File: config.mk
export PLATFORM = sky130hd
export DESIGN_NAME = aes_ctr_sequencer
export DESIGN_NICKNAME = d
export VERILOG_FILES = /design/src/rtl/aes_pkg.sv /design/src/rtl/aes_ctr_inc.sv /design/src/rtl/aes_ctr_sequencer.sv
export SDC_FILE = /design/constraint.sdc
export NUM_CORES = 1
export LEC_CHECK = 0
export BUFFER_PORTS_ARGS = -buffer_cell sky130_fd_sc_hd__buf_2
export CORE_AREA = 5 5 355 357
export CTS_CLUSTER_SIZE = 8
export DETAILED_ROUTE_END_ITERATION = 6
export DIE_AREA = 0 0 360 362
export GPL_TIMING_DRIVEN = 1
export PLACE_DENSITY = 0.38
export SLEW_MARGIN = 20
export SYNTH_ARGS = -nofsm -noshare
export SYNTH_HDL_FRONTEND = slang
export SYNTH_SLANG_ARGS = --single-unit
File: constraint.sdc
create_clock -name clk -period 2.8 [get_ports clk]
set_clock_uncertainty 0.2 [all_clocks]
set_input_delay 0.56 -clock clk [delete_from_list [all_inputs] [get_ports clk]]
set_output_delay 0.56 -clock clk [all_outputs]
set_load 0.005 [all_outputs]
File: src/rtl/aes_pkg.sv
// Shared types and constants for the AES-128 CTR-mode front end.
package aes_pkg;

  typedef logic [127:0] aes_block_t;
  typedef logic [127:0] aes_key_t;
  typedef logic [7:0]   byte_t;

  typedef enum logic [2:0] {
    StIdle,
    StArmed,
    StLaunch,
    StWait,
    StOut
  } ctr_state_t;

  localparam int unsigned AES_CORE_LAT = 11;

endpackage

File: src/rtl/aes_ctr_inc.sv
// Counter-block increment: low CTR_W bits wrap, upper bits pass through untouched.
module aes_ctr_inc
  import aes_pkg::*;
#(
  parameter int unsigned CTR_W = 32
) (
  input  aes_block_t ctr_i,
  output aes_block_t ctr_o
);

  if (CTR_W >= 128) begin : g_full
    assign ctr_o = ctr_i + 128'd1;
  end else begin : g_part
    assign ctr_o = {ctr_i[127:CTR_W], ctr_i[CTR_W-1:0] + CTR_W'(1)};
  end

endmodule

File: src/rtl/aes_ctr_sequencer.sv
// CTR-mode sequencer: feeds counter blocks to an iterative AES-128 core, one block in
// flight, and XORs the returned keystream with buffered plaintext.
module aes_ctr_sequencer
  import aes_pkg::*;
#(
  parameter int unsigned CTR_W    = 32,
  parameter int unsigned CORE_LAT = AES_CORE_LAT,
  parameter int unsigned WDOG_SLK = 2
) (
  input  logic       clk,
  input  logic       resetn,
  input  logic       cfg_load_i,
  input  aes_key_t   cfg_key_i,
  input  aes_block_t cfg_iv_i,
  input  logic       pt_valid_i,
  output logic       pt_ready_o,
  input  aes_block_t pt_data_i,
  input  logic       pt_last_i,
  output logic       ct_valid_o,
  input  logic       ct_ready_i,
  output aes_block_t ct_data_o,
  output logic       ct_last_o,
  output logic       core_valid_o,
  output aes_block_t core_data_o,
  output aes_key_t   core_key_o,
  input  logic       core_res_valid_i,
  input  aes_block_t core_res_i,
  output logic       busy_o,
  output logic       err_o
);

  localparam int unsigned WdogMax = CORE_LAT + WDOG_SLK;
  localparam int unsigned WdogW   = $clog2(WdogMax + 1) + 1;

  ctr_state_t       state_q, state_d;
  aes_key_t         key_q, key_d;
  aes_block_t       ctr_q, ctr_d, ctr_inc;
  aes_block_t       pt_q, pt_d;
  logic             last_q, last_d;
  aes_block_t       ct_data_q, ct_data_d;
  logic             ct_last_q, ct_last_d;
  logic [WdogW-1:0] wdog_q, wdog_d;
  logic             err_q, err_d;

  aes_ctr_inc #(
    .CTR_W(CTR_W)
  ) u_inc (
    .ctr_i(ctr_q),
    .ctr_o(ctr_inc)
  );

  always_comb begin
    state_d   = state_q;
    key_d     = key_q;
    ctr_d     = ctr_q;
    pt_d      = pt_q;
    last_d    = last_q;
    ct_data_d = ct_data_q;
    ct_last_d = ct_last_q;
    wdog_d    = wdog_q;
    err_d     = err_q;

    if (core_res_valid_i && (state_q != StWait)) err_d = 1'b1;

    unique case (state_q)
      StIdle: begin
        if (cfg_load_i) begin
          key_d   = cfg_key_i;
          ctr_d   = cfg_iv_i;
          state_d = StArmed;
        end
      end
      StArmed: begin
        // A reload wins over a plaintext offered in the same cycle.
        if (cfg_load_i) begin
          key_d = cfg_key_i;
          ctr_d = cfg_iv_i;
        end else if (pt_valid_i) begin
          pt_d    = pt_data_i;
          last_d  = pt_last_i;
          state_d = StLaunch;
        end
      end
      StLaunch: begin
        ctr_d   = ctr_inc;
        // wdog holds the number of cycles elapsed since the launch cycle.
        wdog_d  = WdogW'(1);
        state_d = StWait;
      end
      StWait: begin
        if (core_res_valid_i) begin
          ct_data_d = core_res_i ^ pt_q;
          ct_last_d = last_q;
          state_d   = StOut;
        end else if (wdog_q >= WdogW'(WdogMax)) begin
          err_d   = 1'b1;
          state_d = StIdle;
        end else begin
          wdog_d = wdog_q + WdogW'(1);
        end
      end
      StOut: begin
        if (ct_ready_i) state_d = last_q ? StIdle : StArmed;
      end
      default: state_d = StIdle;
    endcase
  end

  always_ff @(posedge clk) begin
    if (!resetn) begin
      state_q   <= StIdle;
      key_q     <= '0;
      ctr_q     <= '0;
      pt_q      <= '0;
      last_q    <= 1'b0;
      ct_data_q <= '0;
      ct_last_q <= 1'b0;
      wdog_q    <= '0;
      err_q     <= 1'b0;
    end else begin
      state_q   <= state_d;
      key_q     <= key_d;
      ctr_q     <= ctr_d;
      pt_q      <= pt_d;
      last_q    <= last_d;
      ct_data_q <= ct_data_d;
      ct_last_q <= ct_last_d;
      wdog_q    <= wdog_d;
      err_q     <= err_d;
    end
  end

  assign pt_ready_o   = (state_q == StArmed) && !cfg_load_i;
  assign ct_valid_o   = (state_q == StOut);
  assign ct_data_o    = ct_data_q;
  assign ct_last_o    = ct_last_q;
  assign core_valid_o = (state_q == StLaunch);
  assign core_data_o  = ctr_q;
  assign core_key_o   = key_q;
  assign busy_o       = (state_q == StLaunch) || (state_q == StWait) || (state_q == StOut);
  assign err_o        = err_q;

endmodule

==> summary.log <==
[run_status] status completed
[cells_and_area] final std cells w/o fill 5400
[die] initial standard-cell utilization of the core 0.161
[routing] routed wirelength normalized by instance count 18.3 µm
[power] P per Cell Area 582 nW/µm²
[grt] pin count of the biggest net entering global routing 99
[timing] smallest setup slack after layout 0.142 ns
[timing] timing-limited maximum frequency 0.376 GHz
[synth] count of flip-flops with a built-in enable after synthesis 0
[synth] post-synth net total 2910
[cells_and_area] utilization of the core after routing 0.271
[synth] area fraction of the dominant cell type after synthesis 0.531
[routing] Pre-antenna DRT Iters 4
[clocking] clock slew seen by the registers of the worst setup and hold paths 0.06 ns
[routing] remaining design rule violation count 0
[setup_path] capturing point of the worst reg2reg path core_data_o[25]$_SDFFE_PN0P_
[synth] share of synthesized area spent on multiplexers 0.00330
[cells_and_area] fraction of final layout cells sized beyond drive strength 1 0.289
[clocking] CTS HTree Levels 3
[placed_design] dpl hpwl 74100 µm
[timing] count of pins over their slew limit 0
[routing] vias 21100
[synth] largest family of logic cells by synthesized area simple AND/OR/NAND/NOR gates
[routing] via count normalized by instance count 3.91
[die] total die area 130000 µm²
[routing] remaining number of nets flagged by the antenna check after routing 0
[routing] DR iter-0 viols 1010
[timing] final setup violation count 0
[setup_path] endpoint required time on the critical path 2.04 ns
[timing] Hold Vio Cnt, Final 0
[synth] count of unique library cells instantiated by Yosys 56
[setup_path] Worst Path Arrival 1.90 ns
[clocking] # clock sinks 523
[timing] Slew Limit Headroom 0.592
[setup_path] kind of start point of the critical path register
[timing] crit path time final 2.66 ns
[synth] mean area per synthesized cell 8.26 µm²
[cells_and_area] most common library cell in the layout ignoring fill and taps sky130_fd_sc_hd__buf_2
[grt] grt ovf 0
[placed_design] worst setup slack after placement 0.345 ns
[job] max-cap violations 0
[setup_path] type of destination of the critical path primary output
[clocking] maximum number of buffers from clock root to sink 3
[cells_and_area] area growth from synthesis to layout 68.4%
[power] leakage dissipation 13.9 nW
[cells_and_area] nets 4253
[setup_path] slack of the worst reg-to-reg path 0.45 ns
[clocking] CTS root buf sky130_fd_sc_hd__clkbuf_16
[hold_path] HP Start cfg_iv_i[97]
[hold_path] worst min path class in2reg
[cells_and_area] most frequent cells in the layout 908 x sky130_fd_sc_hd__buf_2, 743 x sky130_fd_sc_hd__nand2_1, 522 x sky130_fd_sc_hd__dfxtp_1, 465 x sky130_fd_sc_hd__dlygate4sd3_1, 382 x sky130_fd_sc_hd__a21oi_1
[timing] final setup TNS 0 ns
[synth] Post-Syn Area 19700 µm²
[synth] gate count of the mapped netlist 2388
[setup_path] crit path launch state_q[1]$_SDFFE_PN0P_
[setup_path] Max FO, Critical Path 14
[die] area of the placeable core 123000 µm²
[setup_path] worst setup path endpoint core_valid_o
[timing] post-route fraction of the period consumed by the critical path 0.949
[synth] share of the synthesized netlist area taken by xor and xnor gates 0.0604
[synth] most area-consuming cells after synthesis sky130_fd_sc_hd__dfxtp_1 53%, sky130_fd_sc_hd__nand2_1 14%, sky130_fd_sc_hd__a21oi_1 9.7%, sky130_fd_sc_hd__xnor2_1 5.7%, sky130_fd_sc_hd__a211oi_1 5.0%
[die] vertical die dimension 362 µm
[setup_path] CP Class reg2out
[placed_design] final weighted congestion in routability-driven placement 0.816
[grt] number of global-route vias before repair 21900
[synth] compound-gate portion of the synthesized area 0.167
[synth] biggest area consumer among synthesized cells sky130_fd_sc_hd__dfxtp_1
[grt] global-route wire length before repair 143000 µm
[die] count of pins on the block boundary 909
[power] overall power consumption 0.0193 W
[grt] GR Util All Layers 0.144
[synth] area share of fa/ha/maj cells after synthesis 0.00190
[power] VDD IR max 0.409 mV
[clocking] clock buffers created by TritonCTS 78
[placed_design] number of cells after detailed placement 4822
[placed_design] # port buffers 908
[grt] antenna violations before repair 20
[synth] simple-gate share of the synthesized area 0.195
[timing] actual transition at the worst max-transition pin 0.610 ns
[timing] RSZ-0062 raised after global routing false
[die] Std-Cell Rows 129
[setup_path] depth of the worst register-to-register path 5
[setup_path] Reg-to-Reg Start core_data_o[20]$_SDFFE_PN0P_
[clocking] clock tree from TritonCTS done
[die] die width 360 µm
[clocking] clock network latency to the later pin of the worst-skew pair 0.64 ns
[synth] Most used DFF post-synth sky130_fd_sc_hd__dfxtp_1
[synth] total of flip-flops plus latches after synthesis 523
[synth] proportion of synthesized chip area in sequential cells 0.531
[synth] Yosys warning total 0
[routing] total routed wirelength 98600 µm
[synth] proportion of register bits with asynchronous set or reset after synthesis 0
flip-flops by register name, summed over array words and instances, names as in the netlist, 3 cells and up:
| register | count |
|---|---|
| core_data_o | 128 |
| pt_q | 128 |
| ct_data_o | 128 |
| wdog_q | 5 |
| state_q | 3 |
| core_key_o | 128 |
synth_stat cells, drive strengths merged (3+ instances only):
| master | instances |
|---|---|
| a211oi | 131 |
| a21oi | 382 |
| a22oi | 10 |
| a2bb2oi | 3 |
| a31oi | 4 |
| and2 | 3 |
| and3 | 7 |
| buf | 60 |
| clkbuf | 116 |
| dfxtp | 523 |
| ha | 3 |
| inv | 8 |
| mux2 | 4 |
| nand2 | 744 |
| nand3 | 23 |
| nand4 | 14 |
| nor2 | 150 |
| nor3 | 5 |
| nor4 | 6 |
| o211ai | 7 |
| o21a | 4 |
| o21ai | 8 |
| o22ai | 5 |
| or3 | 5 |
| xnor2 | 129 |
| xor2 | 7 |
power breakdown:
group          internal, W  total (W)  switching (W)
Combinational      0.00127    0.00251        0.00123
Clock              0.00515    0.00884        0.00369
Sequential         0.00777    0.00798       0.000204
Total               0.0142     0.0193        0.00513
worst min path at each step:
stage                                     to  slack (ns)  cells past startpoint
2_1_floorplan            last_q$_SDFFE_PN0P_        0.24                      2
3_3_place_gp    core_data_o[86]$_SDFFE_PN0P_        0.24                      2
3_5_place_dp   core_data_o[103]$_SDFFE_PN0P_        0.24                      2
4_1_cts          ct_data_o[127]$_SDFFE_PN0P_       0.001                      3
5_1_grt         core_data_o[97]$_SDFFE_PN0P_        0.01                      3
6_report        core_data_o[97]$_SDFFE_PN0P_        0.06                      3
critical path, cell delays in order (launching register included):
cell and delay, ns:
sky130_fd_sc_hd__dfxtp_2 0.46, sky130_fd_sc_hd__or3b_4 0.46, sky130_fd_sc_hd__inv_2 0.19, sky130_fd_sc_hd__buf_2 0.18
cell families (layout without fill, tap and decap cells):
family / after synthesis / in the layout
other: 0 / 16
AO/OA/AOI/OAI: 567 / 567
adder cells (fa/ha/maj): 3 / 3
XOR/XNOR: 136 / 136
buffers and inverters: 184 / 1543
multiplexers: 6 / 6
AND/OR/NAND/NOR: 969 / 969
flip-flops: 523 / 523
through the flow:
| stage | area (µm²) | hold slack [ns] |
|---|---|---|
| global route | 33200 | 0.0100 |
| detailed placement | 26300 | 0.243 |
| global placement | 26300 | 0.239 |
| finish | 33200 | 0.0567 |
| floorplan | 19700 | 0.245 |
| CTS | 33200 | 0.00121 |
what timing repair did:
item,4_1_cts,5_1_grt
buffers inserted,1,0
resized for setup,1,0
hold endpoints to repair,465,0
hold buffers,465,0
setup endpoints to repair,1,0
layer usage:
metal,vias up,GRT usage,share of wire,wire length (µm)
met5,-,0.00726,0.0017,172
met2,670,0.237,0.47,46300
li1,10600,-,-,-
met4,8,0.0587,0.035,3420
met1,9656,0.165,0.40,39600
met3,165,0.0628,0.093,9140
final cells by class:
type,instances,area (µm²)
antenna,16,40.0
clock buffer,86,2000
clock inverter,10,195
fill,13600,89500
inverter,8,37.5
multi-input combinational,1681,8460
sequential,523,10500
tap,1637,2050
timing repair buffer,1439,9960
Power figures use the tool's default switching activity.
